===== src/rtl/dmem_arb_pkg.sv =====
// Shared definitions for the data-memory arbiter: FSM state encoding,
// port index constants and the legal memory-latency range.
package dmem_arb_pkg;

  typedef enum logic [1:0] {
    ST_IDLE,
    ST_ISSUE,
    ST_WAIT,
    ST_DONE
  } state_t;

  localparam logic P0 = 1'b0;
  localparam logic P1 = 1'b1;

  localparam int MEM_LAT_MIN = 1;
  localparam int MEM_LAT_MAX = 7;

endpackage


===== src/rtl/rr_arb2.sv =====
// Two-requester round-robin chooser; the pointer names the preferred port
// and moves to the port that was not served once an access finishes.
module rr_arb2
  import dmem_arb_pkg::*;
(
  input  logic       clk,
  input  logic       rst,
  input  logic [1:0] req,
  input  logic       advance,
  input  logic       served,
  output logic       grant_valid,
  output logic       grant_idx
);

  logic ptr;

  always_ff @(posedge clk) begin
    if (rst) begin
      ptr <= P0;
    end else if (advance) begin
      ptr <= ~served;
    end
  end

  // The pointer only breaks ties; a lone requester always wins.
  always_comb begin
    grant_valid = |req;
    grant_idx   = P0;
    if (req[0] && req[1]) begin
      grant_idx = ptr;
    end else if (req[1]) begin
      grant_idx = P1;
    end
  end

endmodule


===== src/rtl/dmem_arbiter.sv =====
// Arbitrates the MEM-stage port and the loader/debug port onto a single
// fixed-latency data memory, one access at a time.
module dmem_arbiter
  import dmem_arb_pkg::*;
#(
  parameter int ADDR_W  = 32,
  parameter int DATA_W  = 32,
  parameter int MEM_LAT = 2
) (
  input  logic              clk,
  input  logic              rst,
  input  logic              p0_req,
  input  logic              p0_we,
  input  logic [ADDR_W-1:0] p0_addr,
  input  logic [DATA_W-1:0] p0_wdata,
  output logic              p0_done,
  output logic [DATA_W-1:0] p0_rdata,
  output logic              p0_stall,
  input  logic              p1_req,
  input  logic              p1_we,
  input  logic [ADDR_W-1:0] p1_addr,
  input  logic [DATA_W-1:0] p1_wdata,
  output logic              p1_done,
  output logic [DATA_W-1:0] p1_rdata,
  output logic              mem_en,
  output logic              mem_we,
  output logic [ADDR_W-1:0] mem_addr,
  output logic [DATA_W-1:0] mem_wdata,
  input  logic [DATA_W-1:0] mem_rdata,
  output logic              busy
);

  // Out-of-range latencies are pulled back into what the 3-bit counter supports.
  localparam int LAT = (MEM_LAT < MEM_LAT_MIN) ? MEM_LAT_MIN :
                       (MEM_LAT > MEM_LAT_MAX) ? MEM_LAT_MAX : MEM_LAT;
  localparam logic [2:0] CNT_INIT = 3'(LAT - 1);

  state_t     state, state_nxt;
  logic [2:0] cnt, cnt_nxt;
  logic       sel_idx;
  logic       lat_we;
  logic       grant_valid;
  logic       grant_idx;
  logic       grant_take;
  logic       capture;

  rr_arb2 u_rr (
    .clk         (clk),
    .rst         (rst),
    .req         ({p1_req, p0_req}),
    .advance     (state == ST_DONE),
    .served      (sel_idx),
    .grant_valid (grant_valid),
    .grant_idx   (grant_idx)
  );

  always_comb begin
    state_nxt  = state;
    cnt_nxt    = cnt;
    grant_take = 1'b0;
    capture    = 1'b0;
    case (state)
      ST_IDLE: begin
        if (grant_valid) begin
          grant_take = 1'b1;
          state_nxt  = ST_ISSUE;
        end
      end
      ST_ISSUE: begin
        cnt_nxt   = CNT_INIT;
        state_nxt = ST_WAIT;
      end
      ST_WAIT: begin
        if (cnt == 3'd0) begin
          capture   = 1'b1;
          state_nxt = ST_DONE;
        end else begin
          cnt_nxt = cnt - 3'd1;
        end
      end
      ST_DONE: begin
        state_nxt = ST_IDLE;
      end
      default: begin
        state_nxt = ST_IDLE;
      end
    endcase
  end

  // The operand registers double as the memory-side address/data outputs,
  // so they naturally hold their values outside ISSUE.
  always_ff @(posedge clk) begin
    if (rst) begin
      state     <= ST_IDLE;
      cnt       <= 3'd0;
      sel_idx   <= P0;
      lat_we    <= 1'b0;
      mem_addr  <= '0;
      mem_wdata <= '0;
      p0_rdata  <= '0;
      p1_rdata  <= '0;
    end else begin
      state <= state_nxt;
      cnt   <= cnt_nxt;
      if (grant_take) begin
        sel_idx   <= grant_idx;
        lat_we    <= (grant_idx == P1) ? p1_we    : p0_we;
        mem_addr  <= (grant_idx == P1) ? p1_addr  : p0_addr;
        mem_wdata <= (grant_idx == P1) ? p1_wdata : p0_wdata;
      end
      if (capture && !lat_we) begin
        if (sel_idx == P1) begin
          p1_rdata <= mem_rdata;
        end else begin
          p0_rdata <= mem_rdata;
        end
      end
    end
  end

  always_comb begin
    mem_en   = (state == ST_ISSUE);
    mem_we   = (state == ST_ISSUE) && lat_we;
    busy     = (state != ST_IDLE);
    p0_done  = (state == ST_DONE) && (sel_idx == P0);
    p1_done  = (state == ST_DONE) && (sel_idx == P1);
    p0_stall = p0_req && !p0_done;
  end

endmodule


===== config.mk =====
export PLATFORM = sky130hd
export DESIGN_NAME = dmem_arbiter
export DESIGN_NICKNAME = d
export VERILOG_FILES = /design/src/rtl/dmem_arb_pkg.sv /design/src/rtl/rr_arb2.sv /design/src/rtl/dmem_arbiter.sv
export SDC_FILE = /design/constraint.sdc
export NUM_CORES = 1
export LEC_CHECK = 0
export BUFFER_PORTS_ARGS = -buffer_cell sky130_fd_sc_hd__buf_2
export CORE_MARGIN = 2
export CORE_UTILIZATION = 40
export CTS_BUF_LIST = sky130_fd_sc_hd__clkbuf_8
export DETAILED_ROUTE_END_ITERATION = 12
export PLACE_DENSITY = 0.68
export SYNTH_ARGS = -nofsm -noshare
export SYNTH_HDL_FRONTEND = slang
export SYNTH_SLANG_ARGS = --single-unit
export TNS_END_PERCENT = 100

===== constraint.sdc =====
create_clock -name clk -period 4.2 [get_ports clk]
set_input_delay 0.84 -clock clk [delete_from_list [all_inputs] [get_ports clk]]
set_output_delay 0.84 -clock clk [all_outputs]
set_load 0.01 [all_outputs]

==> impl.org, run 1 <==
** Detailed routing
- Residual antenna-violating net count after detailed routing :: 0
- The detailed router finished its first iteration with 380 violations.
- DRC :: 0
- Using the TritonRoute via totals, the vias-per-cell ratio works out to roughly 5.2.
- Pre-antenna DRT Iters :: 4
- The routed design has between 15 and 20 mm of wire.
- After detailed routing, the average wire length per cell comes to ~16 um.
- Overall via count from detail_route :: ~6,100

** Cells and area
- Number of nets at the end of the flow :: 1,139
- Area used by multi-input combinational logic :: approximately 3000 sq um
- For this run, the share of the core covered by cells in the final layout is roughly 53%.
- The sequential cells in the finished layout cover a total of roughly 2700 sq um.
- The area growth from synthesis to layout is 29.94%.
- Antenna fix cells :: 0
- Layout cells sized above 1 :: around two fifths
- The layout has 1,457 filler cells.

** Run status
- The flow ran to the end, and the final reports show no timing, DRC or antenna violations.

** Power and ir drop
- Reported leakage power :: between 3 and 4 nW
- Maximum VDD drop :: 0.0002640 V
- Combinational share of power :: a little under two fifths
- Internal power comes to about 2.7 mW.
- Power per unit of standard cell area :: 566.6 nW/um^2
- In this run, flip-flops and latches consume 39.6% of the power.
- The analysis attributes to net switching a power of roughly 1.7 mW.
- In this run switching power makes up approximately two fifths of total power.
- Per report_power, the clock group accounts for approximately 23% of the total.

** STA
- At the pin with the least slew margin, the transition time is about 1100 ps.
- Setup repair after global routing left no endpoint under its margin.
- Setup Viol. Count Final :: 0
- The routed design could run at a clock period as short as between 2000 and 3000 ps.
- Between clock sinks in the finished design, the worst skew comes to about 18 ps.
- Max-slew violations :: 0
- For this run, the top clock speed supported by timing is a little under 400 MHz.
- Hold Fails Final Rpt :: 0
- Final hold analysis gives a worst-case slack of between 400 and 500 ps.
- Final total negative setup slack :: 0 ps
- Slew HR :: about a quarter
- Of the available clock period, the critical path in the final layout requires 60.68%.

** Yosys
- Synthesis produced a netlist whose cell count is 710.
- The synthesized netlist devotes between 10% and 20% of its cell area to simple gates.
- Mapped Area :: a little over 6000 sq um
- Distinct cell type count after synthesis :: 30
- After synthesis, the largest family of logic cells by area is compound AO/OA/AOI/OAI gates.
- After synthesis, the cell types taking the most area are dfxtp_1 (45%), a311oi_2 (15%), nand2_1 (7.9%).
- Post-synthesis mux area share :: less than 1%
- The synthesized design contains 136 register bits.
- Part of the Yosys area used for sequential elements :: between 40 and 50%
- The synthesized design devotes to its leading area cell type ~45% of total area.
- The synthesized netlist devotes 1.236% of its cell area to adder and majority cells.
- For this run, the number of Yosys warnings is 0.
- Average cell area after synthesis :: approximately 8.6 sq um
- Summing the areas of all xor and xnor instances in the mapped netlist gives 0% of the synthesized area.
- Mapped Nets :: slightly below 900
- dfxtp_1 takes more of the synthesized area than any other cell.
- Complex-gate fraction of the synthesized area :: a little over a quarter

** Setup path
- The critical path ends at mem_wdata[18]$_SDFFE_PP0P_.
- In this run the worst path has a maximum fanout of 53.
- Buffering stage count on the worst path with inverters included :: 2
- In this run the number of cells on the critical path is 5.
- Worst R2R Setup Slack :: 1950 ps
- On the worst path, the slowest cell contributes a delay of between 600 and 700 ps.
- Worst reg2reg endpoint :: mem_wdata[18]$_SDFFE_PP0P_
- The slowest stage of the critical path belongs to the cell o21a_4.
- For the worst flop-to-flop path, the logic depth is 6.
- The critical path is of the in -> reg type.
- Critical path endpoint category :: flop
- Data on the critical path arrives at its endpoint at 2920 ps.
- Critical Path Source :: p1_req
- At the worst endpoint, the required time is 4570 ps.
- The cell family contributing the most delay on the critical path is buffers and inverters.
- The signal on the critical path passes through buf_2 > o21a_4 > buf_4 > nor2_1 > a311oi_2.
- In this run the critical register-to-register path is launched from state[0]$_SDFFE_PP0P_.
- Startpoint type of the worst setup path :: primary input

** Floorplanning
- Measured along the x axis, the die boundary spans about 130 um.
- Row generation in the floorplan step produced 45 rows.
- Ports placed on the boundary :: 300
- The region available for standard cell placement spans between 15,000 and 20,000 sq um.
- Initial core utilization :: between 40% and 50%
- The floorplan step defined a die boundary enclosing ~16,000 sq um.
- DIE HEIGHT :: ~130 um

** Clock network
- TritonCTS built the clock tree.
- Buffers inserted during clock tree synthesis total 17.
- Number of gates resized after CTS :: 0
- The clock tree synthesis step divided the H-tree into 4 levels.
- Buffers inserted to repair hold after CTS numbered 0.
- Clock network latency to the later pin of the worst-skew pair :: between 400 and 500 ps
- Clock tree synthesis found a total of 136 sinks.
- Register clock-pin slew on the reported worst setup and hold paths :: roughly 90 ps
- Maximum buffer depth of the clock tree :: 2
- The tree is rooted in a clkbuf_8.
- After clock tree synthesis, the setup repair step added 0 buffers.

** Global route
- GRT Resource Usage Total :: between 20% and 30%
- The number of antenna violations at the first check in global routing came to 2.
- Entering global routing, the biggest net connects just under 100 pins.
- Total congestion overflow after global routing :: 0
- Wire length of the first global-routing pass :: 29.11 mm
- Via count of the first global-routing pass :: around 5,700

** Placement
- Input and output buffers added on the ports amount to 299.
- DP HPWL :: about 13 mm
- Global placement routability congestion :: slightly above 0.8

** Min path
- HP Class :: reg -> reg

** Flow run
- Max-cap violations in this run came to 0.
-- sequential cells by signal (all words and copies together) (netlist names) --
name and count:
u_rr.ptr 1, mem_addr 32, sel_idx 1, mem_wdata 32, p0_rdata 32, p1_rdata 32, state 2, cnt 3
lat_we 1
-- power by group through the flow --
stage	registers (mW)	logic (mW)	clock network (mW)
after floorplan	1.92	1.05	0
after global placement	1.79	1.68	0
after detailed placement	1.79	1.71	0
after CTS	1.77	1.71	1.04
after global routing	1.81	1.86	1.10
final	1.77	1.69	1.01
-- metrics by stage --
stage	setup WS [ps]	area, sq um	power [mW]	instances
floorplan	2323	6076	2.970	710
global placement	1237	7532	3.472	1136
detailed placement	1189	7532	3.503	1136
CTS	1689	7895	4.523	1167
global route	1536	7895	4.772	1167
finish	1652	7895	4.473	1167
-- cells in the mapped netlist --
cell type	number
a21oi_1	67
a311oi_1	5
a311oi_2	60
a32oi_1	1
and2_1	3
and2b_1	1
and4b_1	1
and4bb_1	1
buf_2	26
buf_4	18
buf_6	1
clkbuf_1	28
dfxtp_1	136
ha_1	6
inv_1	6
inv_2	1
mux2i_1	1
nand2_1	128
nand2b_1	5
nand3_1	65
nand4b_1	1
nand4bb_1	1
nor2_1	72
nor2b_1	3
nor3_1	2
o21a_1	1
o21a_2	1
o21ai_0	14
o21ai_1	54
o21ba_2	1
-- final cells by class --
| cell class | instances | area share [%] |
|---|---|---|
| Multi-Input combinational cell | 494 | 37.43 |
| Sequential cell | 136 | 34.48 |
| Timing Repair Buffer | 311 | 20.17 |
| Tap cell | 188 | 2.979 |
| Clock buffer | 17 | 2.964 |
| Clock inverter | 14 | 1.632 |
| Inverter | 7 | 0.3328 |
-- worst min-delay path by stage --
stage	start	end	slack (ps)	cells after the start
after floorplan	cnt[1]$_SDFFE_PP0P_	cnt[1]$_SDFFE_PP0P_	450	2
after global placement	p0_rdata[1]$_SDFFE_PP0P_	p0_rdata[1]$_SDFFE_PP0P_	440	2
after detailed placement	p1_rdata[1]$_SDFFE_PP0P_	p1_rdata[1]$_SDFFE_PP0P_	440	2
after CTS	p0_rdata[12]$_SDFFE_PP0P_	p0_rdata[12]$_SDFFE_PP0P_	460	2
after global routing	p1_rdata[29]$_SDFFE_PP0P_	p1_rdata[29]$_SDFFE_PP0P_	470	2
final	p0_rdata[20]$_SDFFE_PP0P_	p0_rdata[20]$_SDFFE_PP0P_	450	2
-- worst min-delay path, delay by kind of cell, from the launching register on --
family	cells	cell delay, ps
flip-flops	1	310
AND/OR/NAND/NOR	1	50
AO/OA/AOI/OAI	1	50
-- metal layers --
metal / routed length, um / vias to the layer above / GRT usage, % / part of all wire, %
met3: 1520 / 22 / 8.375 / 8.2
met5: 13 / - / 0 / 0.070
met1: 7567 / 2834 / 25.96 / 41
met4: 289 / 2 / 8.403 / 1.6
met2: 9220 / 234 / 38.74 / 50
li1: - / 3006 / - / -
-- logic make-up after synthesis --
| family | after synthesis |
|---|---|
| flops | 136 |
| compound gates | 204 |
| buf+inv | 80 |
| simple gates | 283 |
| mux | 1 |
| fa+ha+maj | 6 |
-- placed cells by master, fill, tap and decap left out, drive strengths merged, types with 2 or more instances in the layout --
master	synthesis	layout
clkinvlp	0	5
nand2	128	128
nor2b	3	3
clkinv	0	4
ha	6	6
o21ai	68	68
clkbuf	28	17
nor2	72	72
nor3	2	2
nand2b	5	5
and2	3	3
dfxtp	136	136
inv	7	11
nand3	65	65
a21oi	67	67
buf	45	311
o21a	2	2
a311oi	65	65
Power figures use the tool's default switching activity.
==> run 2, diff against run 1 <==
- ABC_AREA: unset -> 1
- PLACE_DENSITY: 0.68 -> 0.7
- clock period: 4.2 -> 2.2 ns (I/O delays scaled with it)
==> run 2 against run 1 <==
Against the previous run: first-iteration DRC count is 18% lower; wire length down 1.7%; power grew 120%; synthesized area grew 7.0%; hold slack worse by 210 ps; non-clock buffer count is 4 higher; setup slack got worse by 1300 ps; clock power rose by 140%; final area increased by 9.6%; clock skew is 3.3 ps lower; largest cell class is now flip-flops and latches; largest power group is now combinational cells.
==> impl.org, run 2 <==
** STA
- Hold Fails Final Rpt :: 0 (unchanged)
- Setup repair after global routing missed its margin :: no (unchanged)
- The routed design could run at a clock period as short as 1888 ps.
- The final worst slack is 311.9 ps (was 1652 ps).
- Of the available clock period, the critical path in the final layout requires between 80% and 90%.
- Post-Route Skew :: 14.36 ps (was 17.68 ps)
- Final total negative setup slack :: 0 ps (unchanged)
- The transition time at the pin with the least slew margin is 670.1 ps (was 1136 ps).
- The count of endpoints failing setup in the final report is 0 (unchanged).
- The headroom to the max-slew limit was 55.33% (was 24.27%).
- For this run, the top clock speed supported by timing is approximately 530 MHz.
- Max-slew violations :: 0 (unchanged)

** Yosys
- The cell type with the largest total area after synthesis is dfxtp_1 (unchanged).
- The xor and xnor area share after synthesis was 0% (unchanged).
- Complex-gate fraction of the synthesized area :: 5.810% (was 27.24%)
- FF+latch count, synth :: 136 (unchanged)
- The synthesis warning total came to 0 (unchanged).
- Synth area leaders: dfxtp_1 (42%), nand2_1 (16%), inv_1 (12%) (was dfxtp_1 (45%), a311oi_2 (15%), nand2_1 (7.9%)).
- Asr flop ratio synth :: 0% (unchanged)
- The area share of the leading cell type in the synthesized netlist was 41.86% (was 44.81%).
- The number of nets produced by synthesis was 1,199 (was 882).
- The cell with the most instances after synthesis is nand2_1 (was dfxtp_1).
- The predominant post-synthesis flop cell is dfxtp_1 (unchanged).
- Post-synth EDFFs :: 0 (unchanged)
- Post-synthesis mux area share :: 0% (was 0.1647%)
- Average cell area after synthesis :: 6.333 sq um (was 8.558 sq um)
- The adder-cell area share of the yosys netlist came to 1.154% (was 1.236%).
- The simple logic cell fraction of the synthesized area was 34.13% (was 19.83%).
- Part of the Yosys area used for sequential elements :: 41.86% (was 44.81%)
- The distinct cell type count of the synthesized netlist was 20 (was 30).
- The instance count of the mapped netlist is 1,027 (was 710).
- Mapped Area :: 6504 sq um (was 6076 sq um)
- Leading post-synthesis cells by instance count: nand2_1 (270), inv_1 (207), dfxtp_1 (136), nor2_1 (134), nand3_1 (131) (was dfxtp_1 (136), nand2_1 (128), nor2_1 (72), a21oi_1 (67), nand3_1 (65)).
- The largest family of logic cells by synthesized area is simple AND/OR/NAND/NOR gates (was compound AO/OA/AOI/OAI gates).

** Detailed routing
- The remaining design rule violation count was 0 (unchanged).
- The number of vias in the routed layout came to 6,744 (was 6,098).
- Starting DRC count in detailed routing :: 310 (was 380)
- Average vias per placed instance :: 4.414 (was 5.225)
- Residual antenna-violating net count after detailed routing :: 0 (unchanged)
- Average wire per cell in the routed design :: 11.97 um (was 15.95 um)
- Pre-antenna DRT Iters :: 5 (was 4)
- The wire length after detailed routing came to 18.30 mm (was 18.61 mm).

** Floorplanning
- The die width was 131.5 um (was 127.2 um).
- Ports placed on the boundary :: 300 (unchanged)
- Floorplan Core Area :: 15,890 sq um (was 15,030 sq um)
- The die area came to 17,290 sq um (was 16,190 sq um).
- Initial core utilization :: 40.94% (was 40.42%)
- The row count came to 46 (was 45).
- The y dimension of the die is 131.5 um (was 127.2 um).

** Setup path
- CP endpoint :: p0_stall (was mem_wdata[18]$_SDFFE_PP0P_)
- Worst reg2reg endpoint :: lat_we$_SDFFE_PP0P_ (was mem_wdata[18]$_SDFFE_PP0P_)
- The beginning of the worst register-to-register path is state[0]$_SDFFE_PP0P_ (unchanged).
- The startpoint class of the critical path is a flop (was primary input).
- Data required time at the worst endpoint :: 1760 ps (was 4570 ps)
- The critical path start-end classification is reg -> out (was in -> reg).
- The cell count of the worst reg-to-reg path came to 8 (was 6).
- Peak fanout along the critical path :: 3 (was 53)
- CP Data Arrival Time :: 1450 ps (was 2920 ps)
- Critical path endpoint category :: output port (was flop)
- The reg-to-reg setup timing slack was 570 ps (was 1950 ps).
- Critical Path Source :: state[0]$_SDFFE_PP0P_ (was p1_req)

** Global route
- Initial antenna violation count :: 3 (was 2)
- Via count of the first global-routing pass :: 6,044 (was 5,714)
- The pin count of the biggest net entering global routing is 68 (was 99).
- GRT Resource Usage Total :: 20.92% (was 22.66%)
- Wire length of the first global-routing pass :: 29.41 mm (was 29.11 mm)
- The total congestion overflow after global routing was 0 (unchanged).

** Power and ir drop
- Maximum VDD drop :: 0.0005765 V (was 0.0002640 V)
- The power per unit of standard cell area came to 1113 nW/um^2 (was 566.6 nW/um^2).
- The leakage power came to 5.137 nW (was 3.380 nW).

** Clock network
- The largest buffer count on any clock path came to 2 (unchanged).
- Register clock-pin slew on the reported worst setup and hold paths :: 80 ps (was 90 ps)
- Setup repair bufs after CTS :: 0 (unchanged)
- The number of sinks handled by clock tree synthesis is 136 (unchanged).
- Clock network latency to the later pin of the worst-skew pair :: 440 ps (was 450 ps)
- The number of buffers created by CTS is 17 (unchanged).
- H-tree levels :: 4 (unchanged)
- The cell at the root of the clock tree is clkbuf_8 (unchanged).
- The number of hold buffers added after cts was 0 (unchanged).
- Clock tree from TritonCTS :: built (unchanged)
- Number of gates resized after CTS :: 0 (unchanged)

** Cells and area
- Layout Utilization :: 54.45% (was 52.52%)
- Synth-to-Final Area Change :: 32.99% (was 29.94%)
- Top library cells by usage in the layout, fill and taps aside: buf_2 (299), nand2_1 (268), inv_1 (207), dfxtp_1 (136), nor2_1 (133) (was buf_2 (298), dfxtp_1 (136), nand2_1 (128), nor2_1 (72), a21oi_1 (67)).
- Number of nets at the end of the flow :: 1,470 (was 1,139)
- The non-filler instance count after layout is 1,528 (was 1,167).
- Layout cells sized above 1 :: 27.10% (was 41.47%)
- Most common cell after layout, fill and taps aside :: buf_2 (unchanged)

** Min path
- The hold path startpoint is mem_rdata[0] (was p0_rdata[20]$_SDFFE_PP0P_).
- The path category of the worst min-delay check is in -> reg (was reg -> reg).

** Placement
- Post-placement setup slack :: 510.9 ps (was 1189 ps)
- The final HPWL from detailed placement was 13.08 mm (was 12.77 mm).
- The routability congestion estimate is 0.8343 (was 0.8301).
- IO buf count :: 299 (unchanged)
- # placed instances :: 1,495 (was 1,136)

** Run status
- Outcome :: finished clean (unchanged)

** Flow run
- The count of maximum capacitance violations is 0 (unchanged).
run 2: kinds of logic after synthesis:
family          after synthesis
fa+ha+maj                     6
simple gates                540
buf+inv                     270
flops                       136
compound gates               75
run 2: through the flow:
stage                     power (mW)  hold slack [ps]  cell area, sq um
after floorplan                5.893            439.0              6504
after global placement         7.260            454.2              8183
after detailed placement       7.327            460.2              8183
after CTS                      9.748            206.0              8645
after global routing           10.36            212.2              8650
final                          9.623            243.8              8650
run 2: where the power goes:
group	switching (mW)	internal [mW]	total [mW]	leakage, nW
logic	2.26	1.48	3.75	3.79
clock network	0.975	1.40	2.38	0.229
registers	0.337	3.16	3.50	1.12
run 2: how the worst min path moves through the flow:
stage | slack, ps | cells after the start | end
global placement | 450 | 2 | cnt[2]$_SDFFE_PP0P_
detailed placement | 460 | 2 | cnt[1]$_SDFFE_PP0P_
floorplan | 440 | 2 | u_rr.ptr$_SDFFE_PP0N_
finish | 240 | 3 | p1_rdata[0]$_SDFFE_PP0P_
CTS | 210 | 3 | p1_rdata[26]$_SDFFE_PP0P_
global route | 210 | 3 | p1_rdata[26]$_SDFFE_PP0P_
run 2: layout make-up:
class / count / area (sq um)
Fill cell: 1642 / 7236
Sequential cell: 136 / 2723
Multi-Input combinational cell: 621 / 2696
Timing Repair Buffer: 315 / 1717
Inverter: 207 / 777.0
Tap cell: 216 / 270.3
Clock buffer: 19 / 261.5
Clock inverter: 12 / 200.2
Antenna cell: 2 / 5.005
run 2: metal layers:
| layer | track usage (%) | part of all wire (%) | vias to the layer above |
|---|---|---|---|
| met5 | 0 | 0.038 | - |
| met4 | 6.944 | 1.8 | 2 |
| met3 | 7.870 | 7.8 | 25 |
| met2 | 34.79 | 48 | 222 |
| met1 | 24.86 | 42 | 2902 |
| li1 | - | - | 3593 |
run 2: worst max-delay path, cell delays in order, from the launching register on:
cell and delay (ps):
dfxtp_1 370, ha_1 210, inv_1 70, nor2_1 190, nor2_1 60, buf_2 140
